$ cat src/rtl/ntt_addr_gen.sv
// NTT butterfly address sequencer: emits (addr_a, addr_b, tw_idx) beats for forward/inverse transforms.
// Optional inter-stage drain barrier is compiled in with NTT_ADDR_GEN_STAGE_BARRIER_EN.
module ntt_addr_gen #(
  parameter int LOG_N          = 8,
  parameter int NUM_STAGES     = 7,
  parameter int LANES          = 1,
  parameter int BARRIER_CYCLES = 2,
  localparam int SW            = (NUM_STAGES > 1) ? $clog2(NUM_STAGES) : 1
) (
  input  logic                   clk,
  input  logic                   rst_n,
  input  logic                   start,
  input  logic                   inverse,
  output logic                   busy,
  output logic                   done,
  output logic                   out_valid,
  input  logic                   out_ready,
  output logic [LANES*LOG_N-1:0] addr_a,
  output logic [LANES*LOG_N-1:0] addr_b,
  output logic [LOG_N-2:0]       tw_idx,
  output logic [SW-1:0]          stage,
  output logic                   stage_last
);

  localparam int unsigned N = 1 << LOG_N;
  localparam int unsigned W = LOG_N + 1;

  localparam logic [W-1:0]       N_W        = W'(N);
  localparam logic [W-1:0]       LANES_W    = W'(LANES);
  localparam logic [W-1:0]       LEN_FWD0   = W'(N / 2);
  localparam logic [W-1:0]       LEN_INV0   = W'(1 << (LOG_N - NUM_STAGES));
  localparam logic [LOG_N-2:0]   K_FWD0     = (LOG_N-1)'(1);
  localparam logic [LOG_N-2:0]   K_INV0     = (LOG_N-1)'((1 << NUM_STAGES) - 1);
  localparam logic [SW-1:0]      LAST_STAGE = SW'(NUM_STAGES - 1);

  localparam logic [1:0] S_IDLE    = 2'd0;
  localparam logic [1:0] S_RUN     = 2'd1;
`ifdef NTT_ADDR_GEN_STAGE_BARRIER_EN
  localparam logic [1:0] S_BARRIER = 2'd2;
  logic [31:0] bar_cnt;
`endif

  logic [1:0]       state;
  logic             inv_r;
  logic [W-1:0]     len_r;
  logic [W-1:0]     base_r;
  logic [W-1:0]     off_r;
  logic [LOG_N-2:0] k_r;
  logic [SW-1:0]    stage_r;
  logic             done_r;

  logic run;
  logic grp_end;
  logic stg_end;

  // Group/stage boundaries are decoded from the counters so they align with the beat on the outputs.
  assign run     = (state == S_RUN);
  assign grp_end = ((off_r + LANES_W) == len_r);
  assign stg_end = grp_end && ((base_r + (len_r << 1)) == N_W);

  always_ff @(posedge clk or negedge rst_n) begin
    if (!rst_n) begin
      state   <= S_IDLE;
      inv_r   <= 1'b0;
      len_r   <= '0;
      base_r  <= '0;
      off_r   <= '0;
      k_r     <= '0;
      stage_r <= '0;
      done_r  <= 1'b0;
`ifdef NTT_ADDR_GEN_STAGE_BARRIER_EN
      bar_cnt <= '0;
`endif
    end else begin
      done_r <= 1'b0;
      case (state)
        S_IDLE: begin
          if (start) begin
            state   <= S_RUN;
            inv_r   <= inverse;
            stage_r <= '0;
            base_r  <= '0;
            off_r   <= '0;
            len_r   <= inverse ? LEN_INV0 : LEN_FWD0;
            k_r     <= inverse ? K_INV0 : K_FWD0;
          end
        end
        S_RUN: begin
          if (out_ready) begin
            if (grp_end) begin
              off_r <= '0;
              k_r   <= inv_r ? (k_r - 1'b1) : (k_r + 1'b1);
              if (stg_end) begin
                base_r <= '0;
                if (stage_r == LAST_STAGE) begin
                  state  <= S_IDLE;
                  done_r <= 1'b1;
                end else begin
                  stage_r <= stage_r + 1'b1;
                  len_r   <= inv_r ? (len_r << 1) : (len_r >> 1);
`ifdef NTT_ADDR_GEN_STAGE_BARRIER_EN
                  if (BARRIER_CYCLES > 0) begin
                    state   <= S_BARRIER;
                    bar_cnt <= 32'(BARRIER_CYCLES - 1);
                  end
`endif
                end
              end else begin
                base_r <= base_r + (len_r << 1);
              end
            end else begin
              off_r <= off_r + LANES_W;
            end
          end
        end
`ifdef NTT_ADDR_GEN_STAGE_BARRIER_EN
        S_BARRIER: begin
          if (bar_cnt == '0) state <= S_RUN;
          else               bar_cnt <= bar_cnt - 1'b1;
        end
`endif
        default: state <= S_IDLE;
      endcase
    end
  end

  // Outputs are zero outside RUN so reset, idle and barrier all present a quiet bus.
  always_comb begin
    busy       = (state != S_IDLE);
    done       = done_r;
    out_valid  = run;
    addr_a     = '0;
    addr_b     = '0;
    tw_idx     = '0;
    stage      = '0;
    stage_last = 1'b0;
    if (run) begin
      for (int unsigned i = 0; i < LANES; i++) begin
        addr_a[i*LOG_N +: LOG_N] = LOG_N'(base_r + off_r + W'(i));
        addr_b[i*LOG_N +: LOG_N] = LOG_N'(base_r + off_r + W'(i) + len_r);
      end
      tw_idx     = k_r;
      stage      = stage_r;
      stage_last = stg_end;
    end
  end

endmodule

$ cat config.mk
export PLATFORM = sky130hd
export DESIGN_NAME = ntt_addr_gen
export DESIGN_NICKNAME = d
export VERILOG_FILES = /design/src/rtl/ntt_addr_gen.sv
export SDC_FILE = /design/constraint.sdc
export NUM_CORES = 1
export LEC_CHECK = 0
export ABC_CLOCK_PERIOD_IN_PS = 2900
export CAP_MARGIN = 5
export CORE_ASPECT_RATIO = 0.6
export CORE_MARGIN = 5
export CORE_UTILIZATION = 45
export CTS_CLUSTER_DIAMETER = 50
export DETAILED_ROUTE_END_ITERATION = 6
export PLACE_DENSITY_LB_ADDON = 0.15
export SYNTH_ARGS = -nofsm -noshare
export SYNTH_HDL_FRONTEND = slang
export SYNTH_SLANG_ARGS = --single-unit
$ cat constraint.sdc
create_clock -name clk -period 2.9 [get_ports clk]
set_input_delay 0.435 -clock clk [delete_from_list [all_inputs] [get_ports clk]]
set_output_delay 0.435 -clock clk [all_outputs]
set_load 0.02 [all_outputs]
==> metrics.md <==
| Metric | Value |
|---|---|
| Die extent in x | 123 um |
| Top FF cell, synth | dfrtp_1 |
| RSZ-0062 raised after global routing | yes |
| Post-synthesis cell count | 380 |
| Post-layout util | 66.3% |
| Router iterations before antenna repair | 7 |
| First-pass GRT wire length | 16.8 mm |
| Unique masters post-synth | 57 |
| Top delay family on crit path | simple AND/OR/NAND/NOR gates |
| Vias | 3270 |
| Fin cells | 598 |
| CTS root buf | clkbuf_16 |
| Clk_lat worst skew | 0.29 ns |
| Effective utilization at floorplan | 46.7% |
| Via density per instance | 5.47 |
| CP Buf/Inv Count | 2 |
| Minimum clock period | 3.13 ns |
| Worst EP arrival | 2.70 ns |
| Failing checks | setup timing |
| Reg2reg start | base_r[2]$_DFFE_PN0P_ |
| Syn avg cell area | 9.01 um2 |
| Gpl congestion | 0.867 |
| Number of flops mapped to enable cells by yosys | 0 |
| DIE AREA | 9510 um2 |
| Mapped Area | 3420 um2 |
| Leak pwr | 0.00234 uW |
| Placed insts | 579 |
| Synth warnings | 0 |
| Syn nets | 416 |
| Max_slew headroom | 36.4% |
| Max incr delay on CP | 0.40 ns |
| Final Hold Fails | 0 |
| Area growth syn-to-layout | 41.9% |
| Ranking of synthesized cells by area | dfrtp_1, ha_1, xnor2_1 |
| Vias in the first global route | 3275 |
| FP Rows | 24 |
| Drt total wl | 10.5 mm |
| I/O Buffers | 34 |
| Worst Setup SP | len_r[0]$_DFFE_PN0P_ |
| Total GRT Usage | 22.6% |
| Total grt overflow | 0 |
| Setup violators final | 16 |
| CTS Hold Bufs | 0 |
| Reg clk slew, reported paths | 0.06 ns |
| Post-synth top area share | 28.5% |
| WHS | 0.276 ns |
| Post-synthesis sequential area ratio | 28.5% |
| DRC Markers | 0 |
| Fillers | 617 |
| Post-placement cell area | 4400 um2 |
| Place WS | -0.543 ns |
| Max_cap viols | 0 |
| Slew Viols, Final | 0 |
| Worst path cell trace | ha_2, fa_2, a211oi_2, nor2_1, xnor2_1, nor3_2, buf_4, and4_4, nand2_4, nor2_4, buf_6 |
| Final HPWL DP | 7.42 mm |
| Fmax | 319 MHz |
| Fin nets | 529 |
| Hold WC Path Type | in2async |
| Largest net degree at the start of global routing | 40 |
| Max VDD drop | 410 uV |
| Antenna cells | 0 |
| Worst setup EP type | output port |
| Max clock buf depth | 2 |
| Cell Pwr Density | 1020 nW/um2 |
| Synth area leader | dfrtp_1 |
| Die Ht | 77.6 um |
| Worst-Margin Slew | 0.954 ns |
| Post-route cell area | 4860 um2 |
| Top Ports | 35 |
| Share of cells above drive strength 1 | 31.6% |
| Core Area | 7330 um2 |
| Htree depth | 2 |
| CTS tree | yes |
| Critical path peak fanout | 2 |
| Async SR Flop Fraction | 100% |
| Final period utilization | 108% |
| Final worst slack | -0.232 ns |
| Critical Path Start Type | flip-flop |
| Slowest stage cell, crit path | dfrtp_1 |
| Post-route ant nets | 0 |
| Setup Crit Path Kind | reg2out |
| Iter 0 DRT Violations | 266 |
| DR WL/cell | 17.5 um |
| Worst Skew | 0.00740 ns |
| WP data required | 2.47 ns |
| Clock sink total | 39 |
| Outcome | finished with violations |
| Synthesis-stage register bit count | 39 |
| Initial antenna violation count | 0 |
| Num CTS Buffers | 5 |
==> cell usage after synthesis (all sizes together), types with 6 or more instances <==
cell	n
a21o	9
a21oi	19
and2	15
and3	6
buf	14
clkbuf	7
dfrtp	39
ha	28
inv	19
mux2	9
mux2i	10
nand2	20
nand3	7
nor2	35
nor2b	6
nor3	12
o21ai	30
o31ai	6
xnor2	18
xor2	12
==> state kept, by name, indices dropped and copies added (netlist names) <==
signal and flops:
base_r 8, done 1, inv_r 1, k_r 7
len_r 9, off_r 9, stage_r 3, state 1
==> layout make-up <==
type / instances / area, um2 / share of cell area, %
clock inverters: 1 / 5.00 / 0.103
well taps: 104 / 130 / 2.68
flip-flops and latches: 39 / 977 / 20.1
repair buffers: 127 / 1080 / 22.3
multi-input cells: 301 / 2460 / 50.6
inverters: 19 / 71.3 / 1.47
clock buffers: 7 / 133 / 2.73
==> worst reg2reg max path: cells and delay by family, from the launching register on <==
kind	cells	cell delay (ns)
compound gates	3	0.59
fa+ha+maj	1	0.25
buf+inv	3	0.43
flops	1	0.43
mux	2	0.52
simple gates	2	0.78
==> cells in the final DEF, fill, tap and decap left out, types with 3 or more instances in the layout <==
| cell type | netlist | routed |
|---|---|---|
| mux2_4 | 7 | 8 |
| buf_6 | 6 | 6 |
| buf_4 | 4 | 89 |
| a21oi_1 | 19 | 16 |
| o31ai_1 | 6 | 6 |
| ha_1 | 28 | 20 |
| xnor2_1 | 18 | 17 |
| a21o_1 | 9 | 9 |
| o21ai_0 | 28 | 24 |
| nor2_1 | 35 | 32 |
| xor2_1 | 12 | 11 |
| o21a_1 | 4 | 4 |
| o21ai_2 | 2 | 3 |
| or3_1 | 3 | 3 |
| a32o_1 | 5 | 5 |
| dfrtp_1 | 39 | 38 |
| and2_1 | 14 | 14 |
| a22o_1 | 5 | 5 |
| and3_1 | 6 | 5 |
| a211oi_1 | 5 | 4 |
| inv_1 | 19 | 19 |
| clkdlybuf4s50_1 | 0 | 22 |
| mux2i_1 | 10 | 9 |
| clkbuf_16 | 0 | 6 |
| nand3_1 | 7 | 7 |
| ha_4 | 0 | 6 |
| nor3_1 | 12 | 10 |
| nand2_1 | 20 | 18 |
| nor2b_1 | 6 | 5 |
==> metrics by stage <==
stage,TNS [ns],power (uW)
finish,-2.54,4960
global route,-4.46,5350
CTS,-1.84,4720
detailed placement,-3.36,4070
global placement,-2.82,3990
floorplan,0,2600
==> power breakdown <==
group	total, uW	switching [uW]	internal [uW]
clock network	554	235	319
logic	3580	1770	1810
registers	824	129	694
==> kinds of logic after synthesis <==
kind of cell | Yosys count | synth area share [%]
AND/OR/NAND/NOR | 119 | 17.8
XOR/XNOR | 31 | 8.33
adder cells (fa/ha/maj) | 31 | 12.0
buffers and inverters | 40 | 6.32
flip-flops | 39 | 28.5
AO/OA/AOI/OAI | 101 | 20.4
multiplexers | 19 | 6.65
==> worst paths after layout <==
path	endpoint	cells past startpoint	slack, ns
hold reg to reg	base_r[8]$_DFFE_PN0P_	1	0.53
min in group clk	base_r[8]$_DFFE_PN0P_	1	0.53
setup / recovery	stage_last	11	-0.23
setup reg to reg	len_r[5]$_DFFE_PN0P_	11	-0.21
hold / removal	stage_r[2]$_DFFE_PN0P_	1	0.28
max in group asynchronous	base_r[2]$_DFFE_PN0P_	1	1.94
==> metal layers <==
metal | part of all wire [%] | GRT usage, % | up-vias
met5 | 0 | 0 | -
met4 | 1.2 | 6.70 | 0
met3 | 6.1 | 4.65 | 15
met2 | 44 | 34.0 | 83
met1 | 49 | 32.7 | 1582
li1 | - | - | 1590
==> timing repair <==
item	4_1_cts	5_1_grt
gates resized for setup	49	34
endpoints found under the setup margin	22	24
setup buffers	5	6
cloned	0	1
pin swaps	18	24
Note: power is estimated with default switching activity, not from simulation.
